==> config.mk <==
export PLATFORM = sky130hd
export DESIGN_NAME = rv32_decode_stage
export DESIGN_NICKNAME = d
export VERILOG_FILES = /design/src/rtl/rv32_decode_pkg.sv /design/src/rtl/rv32_decode_comb.sv /design/src/rtl/rv32_decode_stage.sv
export SDC_FILE = /design/constraint.sdc
export NUM_CORES = 1
export LEC_CHECK = 0
export CAP_MARGIN = 25
export CORE_ASPECT_RATIO = 1.25
export CORE_MARGIN = 3
export CORE_UTILIZATION = 31
export CTS_CLUSTER_DIAMETER = 30
export DETAILED_ROUTE_END_ITERATION = 16
export PLACE_DENSITY_LB_ADDON = 0.15
export RECOVER_POWER = 25
export SLEW_MARGIN = 20
export SYNTH_ARGS = -nofsm -noshare
export SYNTH_HDL_FRONTEND = slang
export SYNTH_SLANG_ARGS = --single-unit
==> constraint.sdc <==
create_clock -name i_clk -period 3.3 [get_ports i_clk]
set_clock_uncertainty 0.2 [all_clocks]
set_input_delay 0.495 -clock i_clk [delete_from_list [all_inputs] [get_ports i_clk]]
set_output_delay 0.495 -clock i_clk [all_outputs]
set_load 0.01 [all_outputs]
==> src/rtl/rv32_decode_pkg.sv <==
// Shared types and encodings for the RV32 decode stage: micro-op codes,
// immediate formats, skid-buffer states and the immediate extraction helper.
package rv32_decode_pkg;

  typedef enum logic [5:0] {
    OP_LUI, OP_AUIPC, OP_JAL, OP_JALR,
    OP_BEQ, OP_BNE, OP_BLT, OP_BGE, OP_BLTU, OP_BGEU,
    OP_LB, OP_LH, OP_LW, OP_LBU, OP_LHU,
    OP_SB, OP_SH, OP_SW,
    OP_ADDI, OP_SLTI, OP_SLTIU, OP_XORI, OP_ORI, OP_ANDI,
    OP_SLLI, OP_SRLI, OP_SRAI,
    OP_ADD, OP_SUB, OP_SLL, OP_SLT, OP_SLTU, OP_XOR, OP_SRL, OP_SRA, OP_OR, OP_AND,
    OP_FENCE, OP_ECALL, OP_EBREAK,
    OP_ILLEGAL
  } rv32_op_t;

  typedef enum logic [2:0] {
    IMM_NONE, IMM_I, IMM_S, IMM_B, IMM_U, IMM_J
  } imm_fmt_t;

  typedef enum logic [1:0] {
    SKID_EMPTY = 2'd0,
    SKID_ONE   = 2'd1,
    SKID_TWO   = 2'd2
  } skid_state_t;

  typedef struct packed {
    logic [31:0] pc;
    logic [5:0]  op;
    logic [4:0]  rs1;
    logic [4:0]  rs2;
    logic [4:0]  rd;
    logic        rd_write;
    logic [31:0] imm;
    logic        illegal;
  } uop_t;

  localparam logic [6:0] OPC_LUI      = 7'b0110111;
  localparam logic [6:0] OPC_AUIPC    = 7'b0010111;
  localparam logic [6:0] OPC_JAL      = 7'b1101111;
  localparam logic [6:0] OPC_JALR     = 7'b1100111;
  localparam logic [6:0] OPC_BRANCH   = 7'b1100011;
  localparam logic [6:0] OPC_LOAD     = 7'b0000011;
  localparam logic [6:0] OPC_STORE    = 7'b0100011;
  localparam logic [6:0] OPC_OP_IMM   = 7'b0010011;
  localparam logic [6:0] OPC_OP       = 7'b0110011;
  localparam logic [6:0] OPC_MISC_MEM = 7'b0001111;
  localparam logic [6:0] OPC_SYSTEM   = 7'b1110011;

  localparam logic [2:0] F3_ADD  = 3'b000;
  localparam logic [2:0] F3_SLL  = 3'b001;
  localparam logic [2:0] F3_SLT  = 3'b010;
  localparam logic [2:0] F3_SLTU = 3'b011;
  localparam logic [2:0] F3_XOR  = 3'b100;
  localparam logic [2:0] F3_SR   = 3'b101;
  localparam logic [2:0] F3_OR   = 3'b110;
  localparam logic [2:0] F3_AND  = 3'b111;

  localparam logic [2:0] F3_BEQ  = 3'b000;
  localparam logic [2:0] F3_BNE  = 3'b001;
  localparam logic [2:0] F3_BLT  = 3'b100;
  localparam logic [2:0] F3_BGE  = 3'b101;
  localparam logic [2:0] F3_BLTU = 3'b110;
  localparam logic [2:0] F3_BGEU = 3'b111;

  localparam logic [2:0] F3_B    = 3'b000;
  localparam logic [2:0] F3_H    = 3'b001;
  localparam logic [2:0] F3_W    = 3'b010;
  localparam logic [2:0] F3_BU   = 3'b100;
  localparam logic [2:0] F3_HU   = 3'b101;

  localparam logic [6:0] F7_BASE = 7'h00;
  localparam logic [6:0] F7_ALT  = 7'h20;

  localparam logic [31:0] INSTR_ECALL  = 32'h0000_0073;
  localparam logic [31:0] INSTR_EBREAK = 32'h0010_0073;

  function automatic logic [31:0] rv32_imm(input imm_fmt_t fmt, input logic [31:0] instr);
    logic [31:0] imm;
    case (fmt)
      IMM_I:   imm = {{20{instr[31]}}, instr[31:20]};
      IMM_S:   imm = {{20{instr[31]}}, instr[31:25], instr[11:7]};
      IMM_B:   imm = {{19{instr[31]}}, instr[31], instr[7], instr[30:25], instr[11:8], 1'b0};
      IMM_U:   imm = {instr[31:12], 12'b0};
      IMM_J:   imm = {{11{instr[31]}}, instr[31], instr[19:12], instr[20], instr[30:21], 1'b0};
      default: imm = 32'b0;
    endcase
    return imm;
  endfunction

endpackage

==> src/rtl/rv32_decode_comb.sv <==
// Purely combinational RV32I/E instruction decoder. Register indices of
// fields the format does not use are reported as 0, as is everything on illegal.
module rv32_decode_comb
  import rv32_decode_pkg::*;
#(
  parameter bit RV32E         = 1'b0,
  parameter bit ENABLE_SYSTEM = 1'b1
) (
  input  logic [31:0] i_instr,
  output logic [5:0]  o_op,
  output logic [4:0]  o_rs1,
  output logic [4:0]  o_rs2,
  output logic [4:0]  o_rd,
  output logic        o_rd_write,
  output logic [31:0] o_imm,
  output logic        o_illegal
);

  logic [6:0] w_opcode;
  logic [2:0] w_f3;
  logic [6:0] w_f7;
  logic [4:0] w_rs1_f;
  logic [4:0] w_rs2_f;
  logic [4:0] w_rd_f;

  assign w_opcode = i_instr[6:0];
  assign w_rd_f   = i_instr[11:7];
  assign w_f3     = i_instr[14:12];
  assign w_rs1_f  = i_instr[19:15];
  assign w_rs2_f  = i_instr[24:20];
  assign w_f7     = i_instr[31:25];

  rv32_op_t w_op;
  imm_fmt_t w_fmt;
  logic     w_use_rs1;
  logic     w_use_rs2;
  logic     w_use_rd;
  logic     w_legal;
  logic     w_bad_reg;
  logic     w_illegal;

  always_comb begin
    w_op      = OP_ILLEGAL;
    w_fmt     = IMM_NONE;
    w_use_rs1 = 1'b0;
    w_use_rs2 = 1'b0;
    w_use_rd  = 1'b0;
    w_legal   = 1'b0;
    case (w_opcode)
      OPC_LUI: begin
        w_op = OP_LUI; w_fmt = IMM_U; w_use_rd = 1'b1; w_legal = 1'b1;
      end
      OPC_AUIPC: begin
        w_op = OP_AUIPC; w_fmt = IMM_U; w_use_rd = 1'b1; w_legal = 1'b1;
      end
      OPC_JAL: begin
        w_op = OP_JAL; w_fmt = IMM_J; w_use_rd = 1'b1; w_legal = 1'b1;
      end
      OPC_JALR: begin
        w_op = OP_JALR; w_fmt = IMM_I; w_use_rs1 = 1'b1; w_use_rd = 1'b1;
        w_legal = (w_f3 == 3'b000);
      end
      OPC_BRANCH: begin
        w_fmt = IMM_B; w_use_rs1 = 1'b1; w_use_rs2 = 1'b1; w_legal = 1'b1;
        case (w_f3)
          F3_BEQ:  w_op = OP_BEQ;
          F3_BNE:  w_op = OP_BNE;
          F3_BLT:  w_op = OP_BLT;
          F3_BGE:  w_op = OP_BGE;
          F3_BLTU: w_op = OP_BLTU;
          F3_BGEU: w_op = OP_BGEU;
          default: w_legal = 1'b0;
        endcase
      end
      OPC_LOAD: begin
        w_fmt = IMM_I; w_use_rs1 = 1'b1; w_use_rd = 1'b1; w_legal = 1'b1;
        case (w_f3)
          F3_B:    w_op = OP_LB;
          F3_H:    w_op = OP_LH;
          F3_W:    w_op = OP_LW;
          F3_BU:   w_op = OP_LBU;
          F3_HU:   w_op = OP_LHU;
          default: w_legal = 1'b0;
        endcase
      end
      OPC_STORE: begin
        w_fmt = IMM_S; w_use_rs1 = 1'b1; w_use_rs2 = 1'b1; w_legal = 1'b1;
        case (w_f3)
          F3_B:    w_op = OP_SB;
          F3_H:    w_op = OP_SH;
          F3_W:    w_op = OP_SW;
          default: w_legal = 1'b0;
        endcase
      end
      OPC_OP_IMM: begin
        w_fmt = IMM_I; w_use_rs1 = 1'b1; w_use_rd = 1'b1; w_legal = 1'b1;
        case (w_f3)
          F3_ADD:  w_op = OP_ADDI;
          F3_SLT:  w_op = OP_SLTI;
          F3_SLTU: w_op = OP_SLTIU;
          F3_XOR:  w_op = OP_XORI;
          F3_OR:   w_op = OP_ORI;
          F3_AND:  w_op = OP_ANDI;
          F3_SLL: begin
            w_op    = OP_SLLI;
            w_legal = (w_f7 == F7_BASE);
          end
          default: begin
            if (w_f7 == F7_BASE)     w_op = OP_SRLI;
            else if (w_f7 == F7_ALT) w_op = OP_SRAI;
            else                     w_legal = 1'b0;
          end
        endcase
      end
      OPC_OP: begin
        w_use_rs1 = 1'b1; w_use_rs2 = 1'b1; w_use_rd = 1'b1; w_legal = 1'b1;
        if (w_f7 == F7_BASE) begin
          case (w_f3)
            F3_ADD:  w_op = OP_ADD;
            F3_SLL:  w_op = OP_SLL;
            F3_SLT:  w_op = OP_SLT;
            F3_SLTU: w_op = OP_SLTU;
            F3_XOR:  w_op = OP_XOR;
            F3_SR:   w_op = OP_SRL;
            F3_OR:   w_op = OP_OR;
            default: w_op = OP_AND;
          endcase
        end else if (w_f7 == F7_ALT) begin
          case (w_f3)
            F3_ADD:  w_op = OP_SUB;
            F3_SR:   w_op = OP_SRA;
            default: w_legal = 1'b0;
          endcase
        end else begin
          w_legal = 1'b0;
        end
      end
      OPC_MISC_MEM: begin
        w_op    = OP_FENCE;
        w_legal = ENABLE_SYSTEM && (w_f3 == 3'b000);
      end
      OPC_SYSTEM: begin
        if (i_instr == INSTR_ECALL) begin
          w_op    = OP_ECALL;
          w_legal = ENABLE_SYSTEM;
        end else if (i_instr == INSTR_EBREAK) begin
          w_op    = OP_EBREAK;
          w_legal = ENABLE_SYSTEM;
        end
      end
      default: w_legal = 1'b0;
    endcase
  end

  // Only fields the format really uses are range-checked, so immediates
  // overlapping the rs2 slot cannot trip the RV32E limit.
  assign w_bad_reg = RV32E && ((w_use_rs1 && w_rs1_f[4]) ||
                               (w_use_rs2 && w_rs2_f[4]) ||
                               (w_use_rd  && w_rd_f[4]));
  assign w_illegal = !w_legal || w_bad_reg;

  assign o_illegal  = w_illegal;
  assign o_op       = w_illegal ? OP_ILLEGAL : w_op;
  assign o_rs1      = (!w_illegal && w_use_rs1) ? w_rs1_f : 5'd0;
  assign o_rs2      = (!w_illegal && w_use_rs2) ? w_rs2_f : 5'd0;
  assign o_rd       = (!w_illegal && w_use_rd)  ? w_rd_f  : 5'd0;
  assign o_rd_write = !w_illegal && w_use_rd && (w_rd_f != 5'd0);
  assign o_imm      = w_illegal ? 32'd0 : rv32_imm(w_fmt, i_instr);

endmodule

==> src/rtl/rv32_decode_stage.sv <==
// RV32 decode stage: valid/ready on both sides with a two-entry skid buffer
// (output register + skid register), flush, and registered in_ready.
module rv32_decode_stage
  import rv32_decode_pkg::*;
#(
  parameter bit RV32E         = 1'b0,
  parameter bit ENABLE_SYSTEM = 1'b1
) (
  input  logic        i_clk,
  input  logic        i_rst_n,
  input  logic        i_flush,
  input  logic        i_in_valid,
  output logic        o_in_ready,
  input  logic [31:0] i_in_pc,
  input  logic [31:0] i_in_instr,
  output logic        o_out_valid,
  input  logic        i_out_ready,
  output logic [31:0] o_out_pc,
  output logic [5:0]  o_out_op,
  output logic [4:0]  o_out_rs1,
  output logic [4:0]  o_out_rs2,
  output logic [4:0]  o_out_rd,
  output logic        o_out_rd_write,
  output logic [31:0] o_out_imm,
  output logic        o_out_illegal
);

  logic [5:0]  w_dec_op;
  logic [4:0]  w_dec_rs1;
  logic [4:0]  w_dec_rs2;
  logic [4:0]  w_dec_rd;
  logic        w_dec_rd_write;
  logic [31:0] w_dec_imm;
  logic        w_dec_illegal;
  uop_t        w_dec;

  rv32_decode_comb #(
    .RV32E         (RV32E),
    .ENABLE_SYSTEM (ENABLE_SYSTEM)
  ) u_comb (
    .i_instr    (i_in_instr),
    .o_op       (w_dec_op),
    .o_rs1      (w_dec_rs1),
    .o_rs2      (w_dec_rs2),
    .o_rd       (w_dec_rd),
    .o_rd_write (w_dec_rd_write),
    .o_imm      (w_dec_imm),
    .o_illegal  (w_dec_illegal)
  );

  always_comb begin
    w_dec          = '0;
    w_dec.pc       = i_in_pc;
    w_dec.op       = w_dec_op;
    w_dec.rs1      = w_dec_rs1;
    w_dec.rs2      = w_dec_rs2;
    w_dec.rd       = w_dec_rd;
    w_dec.rd_write = w_dec_rd_write;
    w_dec.imm      = w_dec_imm;
    w_dec.illegal  = w_dec_illegal;
  end

  skid_state_t r_state;
  skid_state_t w_state_nxt;
  uop_t        r_out;
  uop_t        r_skid;
  logic        r_in_ready;
  logic        w_accept;
  logic        w_fire;
  logic        w_load_out_in;
  logic        w_load_out_skid;
  logic        w_load_skid;

  assign w_accept = i_in_valid && r_in_ready && !i_flush;
  assign w_fire   = o_out_valid && i_out_ready;

  always_ff @(posedge i_clk or negedge i_rst_n) begin
    if (!i_rst_n) begin
      r_state <= SKID_EMPTY;
    end else begin
      r_state <= w_state_nxt;
    end
  end

  always_comb begin
    w_state_nxt     = r_state;
    w_load_out_in   = 1'b0;
    w_load_out_skid = 1'b0;
    w_load_skid     = 1'b0;
    if (i_flush) begin
      w_state_nxt = SKID_EMPTY;
    end else begin
      case (r_state)
        SKID_EMPTY: begin
          if (w_accept) begin
            w_state_nxt   = SKID_ONE;
            w_load_out_in = 1'b1;
          end
        end
        SKID_ONE: begin
          if (w_accept && w_fire) begin
            w_load_out_in = 1'b1;
          end else if (w_accept) begin
            w_state_nxt = SKID_TWO;
            w_load_skid = 1'b1;
          end else if (w_fire) begin
            w_state_nxt = SKID_EMPTY;
          end
        end
        SKID_TWO: begin
          if (w_fire) begin
            w_state_nxt     = SKID_ONE;
            w_load_out_skid = 1'b1;
          end
        end
        default: w_state_nxt = SKID_EMPTY;
      endcase
    end
  end

  // in_ready is a flop derived from the next state, so out_ready never
  // reaches it combinationally; it is low exactly while both entries are full.
  always_ff @(posedge i_clk or negedge i_rst_n) begin
    if (!i_rst_n) begin
      r_in_ready <= 1'b1;
    end else begin
      r_in_ready <= (w_state_nxt != SKID_TWO);
    end
  end

  always_ff @(posedge i_clk or negedge i_rst_n) begin
    if (!i_rst_n) begin
      r_out  <= '0;
      r_skid <= '0;
    end else begin
      if (w_load_out_in) begin
        r_out <= w_dec;
      end else if (w_load_out_skid) begin
        r_out <= r_skid;
      end
      if (w_load_skid) begin
        r_skid <= w_dec;
      end
    end
  end

  assign o_in_ready     = r_in_ready;
  assign o_out_valid    = (r_state != SKID_EMPTY);
  assign o_out_pc       = r_out.pc;
  assign o_out_op       = r_out.op;
  assign o_out_rs1      = r_out.rs1;
  assign o_out_rs2      = r_out.rs2;
  assign o_out_rd       = r_out.rd;
  assign o_out_rd_write = r_out.rd_write;
  assign o_out_imm      = r_out.imm;
  assign o_out_illegal  = r_out.illegal;

endmodule

# [Word-level counts from Yosys, hierarchy flattened]
# Index checks and enable logic that the tools add are counted.
[op_classes] n_addsub=0 mul=0 div=0 order_cmp=0 eq_ne=29 shifts=0 n_mux=54 n_bitwise=0 reduce_logical=28
[op_table] operator="2-to-1 mux 87 bit" n=2
[op_table] operator="one-hot mux 32 bit (5 select lines)" n=1
[op_table] operator="one-hot mux 6 bit (7 select lines)" n=2
[op_table] operator="one-hot mux 6 bit (11 select lines)" n=1
[op_table] operator="2-to-1 mux 6 bit" n=6
[op_table] operator="one-hot mux 6 bit (6 select lines)" n=1
[op_table] operator="== test 32 x 21 -> 1 bit (second input constant)" n=1
[op_table] operator="== test 32 x 7 -> 1 bit (second input constant)" n=1
[op_table] operator="2-to-1 mux 32 bit" n=1
[op_table] operator="one-hot mux 6 bit (5 select lines)" n=1
[op_table] operator="== test 7 x 6 -> 1 bit (second input constant)" n=4
[op_table] operator="== test 7 bit (second input constant)" n=4
[op_table] operator="2-to-1 mux 1 bit" n=22
[op_table] operator="== test 3 bit (second input constant)" n=6
[op_table] operator="one-hot mux 6 bit (3 select lines)" n=1
[op_table] operator="OR reduction 6 bit" n=3
[op_table] operator="2-to-1 mux 5 bit" n=3
[op_table] operator="one-hot mux 3 bit (5 select lines)" n=1
[op_table] operator="== test 7 x 5 -> 1 bit (second input constant)" n=2
[op_table] operator="== test 3 x 2 -> 1 bit (second input constant)" n=4
[op_table] operator="2-to-1 mux 2 bit" n=6
[op_table] operator="one-hot mux 6 bit (2 select lines)" n=1
[op_table] operator="OR reduction 3 bit" n=4
[op_table] operator="logical AND 1 bit" n=8
[op_table] operator="19 further kinds" n=25
[totals] regBits=177 latch_bits=0 mem_bits_rw=0 mem_bits_ro=0 inputBits=69 output_inout_bits=89 word_cells=129 memories=0

# [Depth between registers and ports, before layout]
[logic_depth] depth_word=9 mapped_depth=10

# [Hierarchy]
# From an unflattened synthesis, not the netlist that was laid out.
[unflattened] cells_unflattened=863 hier_area_um2=8923.6
[modules_own_cells] mod="rv32_decode_stage" instances=1 cells_per_inst=581 area_per_inst_um2=7194.4 seq_area_each_um2=4430.5
[modules_own_cells] mod="rv32_decode_comb" instances=1 cells_per_inst=282 area_per_inst_um2=1729.2 seq_area_each_um2=0.0

# [Least setup slack after synthesis]
# Ideal clock, no wire load.
[synth_timing] path_kind="input to register" from="input i_in_instr[14]" to="register r_skid[54] (netlist name)" setup_ns=0.125 arrival_time_ns=2.600 required_ns=2.975 setup_slack_ns=0.375 cell_stages=8 n_path_buf=2 path_cell_list="clkbuf_1 -> or4_1 -> a211oi_1 -> o22ai_1 -> and4b_1 -> buf_6 -> or4_4 -> mux2_4"
[synth_via] elab_chain_cells=7 word_cells_on_any_way=35
[synth_rtl] item="from (decl)" line="rv32_decode_stage.sv:15" rtl="input logic [31:0] i_in_instr,"
[synth_rtl] item="== test 3 bit / logical NOT 3 bit (equally long branches)"
[synth_rtl] item="OR reduction 2 bit (no source line)"
[synth_rtl] item="2-to-1 mux 1 bit" line="rv32_decode_comb.sv:129" rtl="case (w_f3)"
[synth_rtl] item="2-to-1 mux 1 bit" line="rv32_decode_comb.sv:128" rtl="end else if (w_f7 == F7_ALT) begin"
[synth_rtl] item="2-to-1 mux 1 bit" line="rv32_decode_comb.sv:117" rtl="if (w_f7 == F7_BASE) begin"
[synth_rtl] item="one-hot mux 1 bit (8 select lines)" line="rv32_decode_comb.sv:49" rtl="case (w_opcode)"
[synth_rtl] item="2-to-1 mux 6 bit *" line="rv32_decode_comb.sv:163" rtl="assign o_op = w_illegal ? OP_ILLEGAL : w_op;"
[synth_rtl] item="to (signal assigned)" line="rv32_decode_stage.sv:142" rtl="r_skid <= w_dec;"
[synth_rtl] item="to (decl)" line="rv32_decode_stage.sv:66" rtl="uop_t r_skid;"
# Mark *: on every way between the ends. The rest lies on a longest branch, timed or not.
# A chain may end at the register's enable or synchronous reset.

# [Final worst setup path]
[layout_timing] from="input i_in_instr[25]" to="register r_out, in the netlist o_out_op[3]"
[layout_via] elab_chain_cells=7 word_cells_on_any_way=21
[layout_rtl] item="== test 7 x 6 -> 1 bit" line="rv32_decode_comb.sv:110, rv32_decode_comb.sv:128"
[layout_rtl] item="2-to-1 mux 1 bit" line="rv32_decode_comb.sv:110" rtl="else if (w_f7 == F7_ALT) w_op = OP_SRAI;"
[layout_rtl] item="2-to-1 mux 1 bit" line="rv32_decode_comb.sv:109" rtl="if (w_f7 == F7_BASE) w_op = OP_SRLI;"
[layout_rtl] item="one-hot mux 1 bit (2 select lines)" line="rv32_decode_comb.sv:97" rtl="case (w_f3)"
[layout_rtl] item="one-hot mux 1 bit (8 select lines)" line="rv32_decode_comb.sv:49"
[layout_rtl] item="2-to-1 mux 6 bit *" line="rv32_decode_comb.sv:163"
[layout_rtl] item="2-to-1 mux 87 bit *" line="rv32_decode_stage.sv:136" rtl="if (w_load_out_in) begin"
[layout_rtl] item="to (signal assigned)" line="rv32_decode_stage.sv:137" rtl="r_out <= w_dec;"
[layout_rtl] item="to (signal assigned)" line="rv32_decode_stage.sv:139" rtl="r_out <= r_skid;"
[layout_rtl] item="to (decl)" line="rv32_decode_stage.sv:65" rtl="uop_t r_out;"
# Marked as above.

==> metrics.md <==
| Metric | Value |
|---|---|
| Clock buffer depth | 2 |
| F_max | 0.325 GHz |
| CTS tree | built |
| Die Height | 192 um |
| HP Start | r_skid[84] |
| Syn Area/Cell | 9.10 sq um |
| Worst-skew pair later-pin latency | 0.42 ns |
| FP Rows | 67 |
| Min setup slack post-route | 0.227 ns |
| Number of fill cells | 2686 |
| Flop pwr share | 45.7% |
| Vias/cell | 5.16 |
| Top FF cell, synth | dfrtp_1 |
| Tightest hold margin | 0.278 ns |
| Final Slew Violations | 66 |
| Power density over cell area | 478 mW/mm^2 |
| Initial core utilization | 31.6% |
| Synth Warn # | 0 |
| Placed Cells | 1457 |
| Final setup viols | 0 |
| Sequential area share after synthesis | 51.9% |
| Crit path launch type | primary input |
| Starting DRT DRC Count | 505 |
| Worst vdd ir | 0.000268 V |
| Post-CTS setup buffer count | 0 |
| Reg2Reg Setup Slack | 0.95 ns |
| CP max FO | 5 |
| Cells after synthesis | 939 |
| Final hold viol count | 0 |
| Dpl ws | -0.214 ns |
| Final #Nets | 1201 |
| Yosys reg bits | 177 |
| Final Cell Area | 0.0117 sq mm |
| Switching part of the total | 27.0% |
| Synth area leaders | dfrtp_1 52%, nand2_1 11%, o21ai_0 6.3% |
| Area leader, netlist | dfrtp_1 |
| Global-route wire length before repair | 45000 um |
| Chip width | 154 um |
| Vias in the first global route | 7703 |
| Initial antenna violation count | 0 |
| Ant diodes | 0 |
| Yosys top cell area share | 51.6% |
| Routability Congestion | 0.885 |
| Worst path arrival time | 3.16 ns |
| Root buf cell | clkbuf_16 |
| Total CTS buffers | 17 |
| Ports | 158 |
| TritonRoute pass-1 iters | 5 |
| Mapped cell area | 0.00854 sq mm |
| Core ar. | 0.0270 sq mm |
| Setup TNS | 0 ns |
| Slew Limit Headroom | -18.0% |
| Drt total wl | 29000 um |
| Die area | 0.0296 sq mm |
| RSZ-0062 raised after global routing | false |
| Crit. End Element | register |
| Hold WC Path Type | reg2reg |
| Area Growth Syn to Fin | 36.5% |
| Total GRT Usage | 19.5% |
| Asr flop ratio synth | 100% |
| Final antenna-violating net count | 0 |
| Internal Pwr Total | 4.06 mW |
| Clock Sinks | 177 |
| H-tree levels | 4 |
| Total power | 5.57 mW |
| Final Util | 43.2% |
| Residual DRC | 0 |
| Leak | 4.84 nW |
| DP Area | 0.0111 sq mm |
| Post-DP HPWL | 21100 um |
| Synth unique cells | 62 |
| Worst Tran Pin Value | 1.77 ns |
| DR vias | 7686 |
| Status | finished with violations |
| Clock power frac | 36.2% |
| Layout cell share with drive strength beyond 1 | 12.7% |
| Worst EP required | 3.39 ns |
| Part of the power in combinational logic | 18.1% |
| Port buffer count | 157 |
| Period minus WS final | 3.07 ns |
| Reg2reg start | r_state[1] |
| EDFF count, synth | 0 |
| Pin count of the biggest net entering global routing | 67 |
| Failing checks | max-capacitance violations, max-slew violations |
| CP Class | in2reg |
| Final std cells w/o fill | 1490 |
| Switching power | 1.51 mW |
| Mean routed wirelength per cell | 19.4 um |
| MaxCap Viol Count | 1 |
| Clk pin slew, worst setup/hold paths | 0.06 ns |
| Syn_nets | 1008 |
| Crit share post-route | 93.1% |
| Total grt overflow | 0 |
| CP Launch Point | i_in_instr[25] |
[power groups by stage]
stage / Combinational, mW / Clock (mW) / Sequential [mW]
finish: 1.01 / 2.01 / 2.55
global placement: 1.02 / 0 / 2.58
global route: 1.12 / 2.16 / 2.58
CTS: 1.03 / 2.07 / 2.55
detailed placement: 1.02 / 0 / 2.59
floorplan: 0.375 / 0 / 2.61
[what timing repair did]
item	CTS	global route
endpoints found under the hold margin	63	0
resized for setup	0	0
hold buffers	1	0
[state kept, by name, summed over array words and instances, names as in the netlist]
register and flops:
o_in_ready 1, o_out_illegal 1, o_out_imm 32, o_out_op 6, o_out_pc 32, o_out_rd 5
o_out_rd_write 1, o_out_rs1 5, o_out_rs2 5, r_skid 87, r_state 2
[synthesized netlist by cell type, types with 3 or more instances]
cell type / instances
a22oi_1: 33
nor4_1: 6
and4_1: 3
inv_1: 7
nand2b_1: 3
nand3_1: 14
nand4_1: 5
o22ai_1: 9
a31o_2: 4
clkbuf_1: 65
nor2b_1: 24
o21ai_0: 108
o31ai_1: 23
buf_2: 4
or4_1: 4
a211oi_1: 24
a21o_1: 14
or2_2: 5
nor3_1: 8
dfrtp_1: 176
nor2_1: 28
mux2i_1: 45
a21oi_1: 36
and3_1: 6
buf_1: 5
nand2_1: 239
[cell type report]
type	instances	area (sq um)	share of cell area, %
Inverter	7	26.3	0.225
Sequential cell	177	4430	38.0
Tap cell	345	432	3.70
Clock buffer	20	447	3.83
Timing Repair Buffer	250	2380	20.4
Clock inverter	12	133	1.14
Multi-Input combinational cell	679	3810	32.7
[kinds of logic (layout without fill, tap and decap cells)]
logic type | count (synthesis) | in the layout | synth area share [%]
AND/OR/NAND/NOR | 364 | 364 | 19.3
AO/OA/AOI/OAI | 268 | 268 | 19.4
flip-flops | 177 | 177 | 51.9
buffers and inverters | 83 | 289 | 3.81
multiplexers | 47 | 47 | 5.58
[layer usage]
layer	vias up	routed length (um)	track usage (%)
met1	3732	12700	25.4
met4	0	817	7.00
met2	237	14000	32.4
met3	35	1360	3.65
met5	-	0	0
li1	3682	-	-
[placed cells by master (no fill, tap or decap), types with 3 or more instances in the layout]
master,synthesis,layout
buf_12,0,9
nand2b_1,3,3
clkinvlp_4,0,3
buf_4,0,82
mux2i_1,45,45
a21oi_1,36,36
dfrtp_1,176,176
nor4_1,6,5
clkbuf_16,0,17
o21ai_0,108,108
nor2b_1,24,24
nor2_1,28,27
nor3_1,8,8
o22ai_1,9,9
and3_1,6,6
clkinv_2,0,3
a21o_1,14,14
a22oi_1,33,33
or2_2,5,5
a31o_2,4,4
o31ai_1,23,23
nand4_1,5,5
inv_1,7,7
nand2_1,239,238
a211oi_1,24,24
or4_1,4,4
and4_1,3,3
nand3_1,14,14
clkdlybuf4s50_1,0,155
[worst max-delay path, cell delays in order]
cell and delay, ns:
clkdlybuf4s50_1 0.46, or4_4 0.62, nor4_2 0.32, a22oi_1 0.16, and4b_1 0.26, buf_4 0.15, buf_4 0.14, nor4_1 0.43
a21oi_1 0.13
[final timing paths]
check | end | cells after the start
max reg2reg | o_out_op[2] | 6
min reg2reg | r_skid[84] | 2
min | r_skid[84] | 2
max | o_out_op[3] | 9
max in group asynchronous | o_out_rs2[4] | 3
min in group asynchronous | o_out_pc[8] | 2
Note: power is estimated with default switching activity, not from simulation.
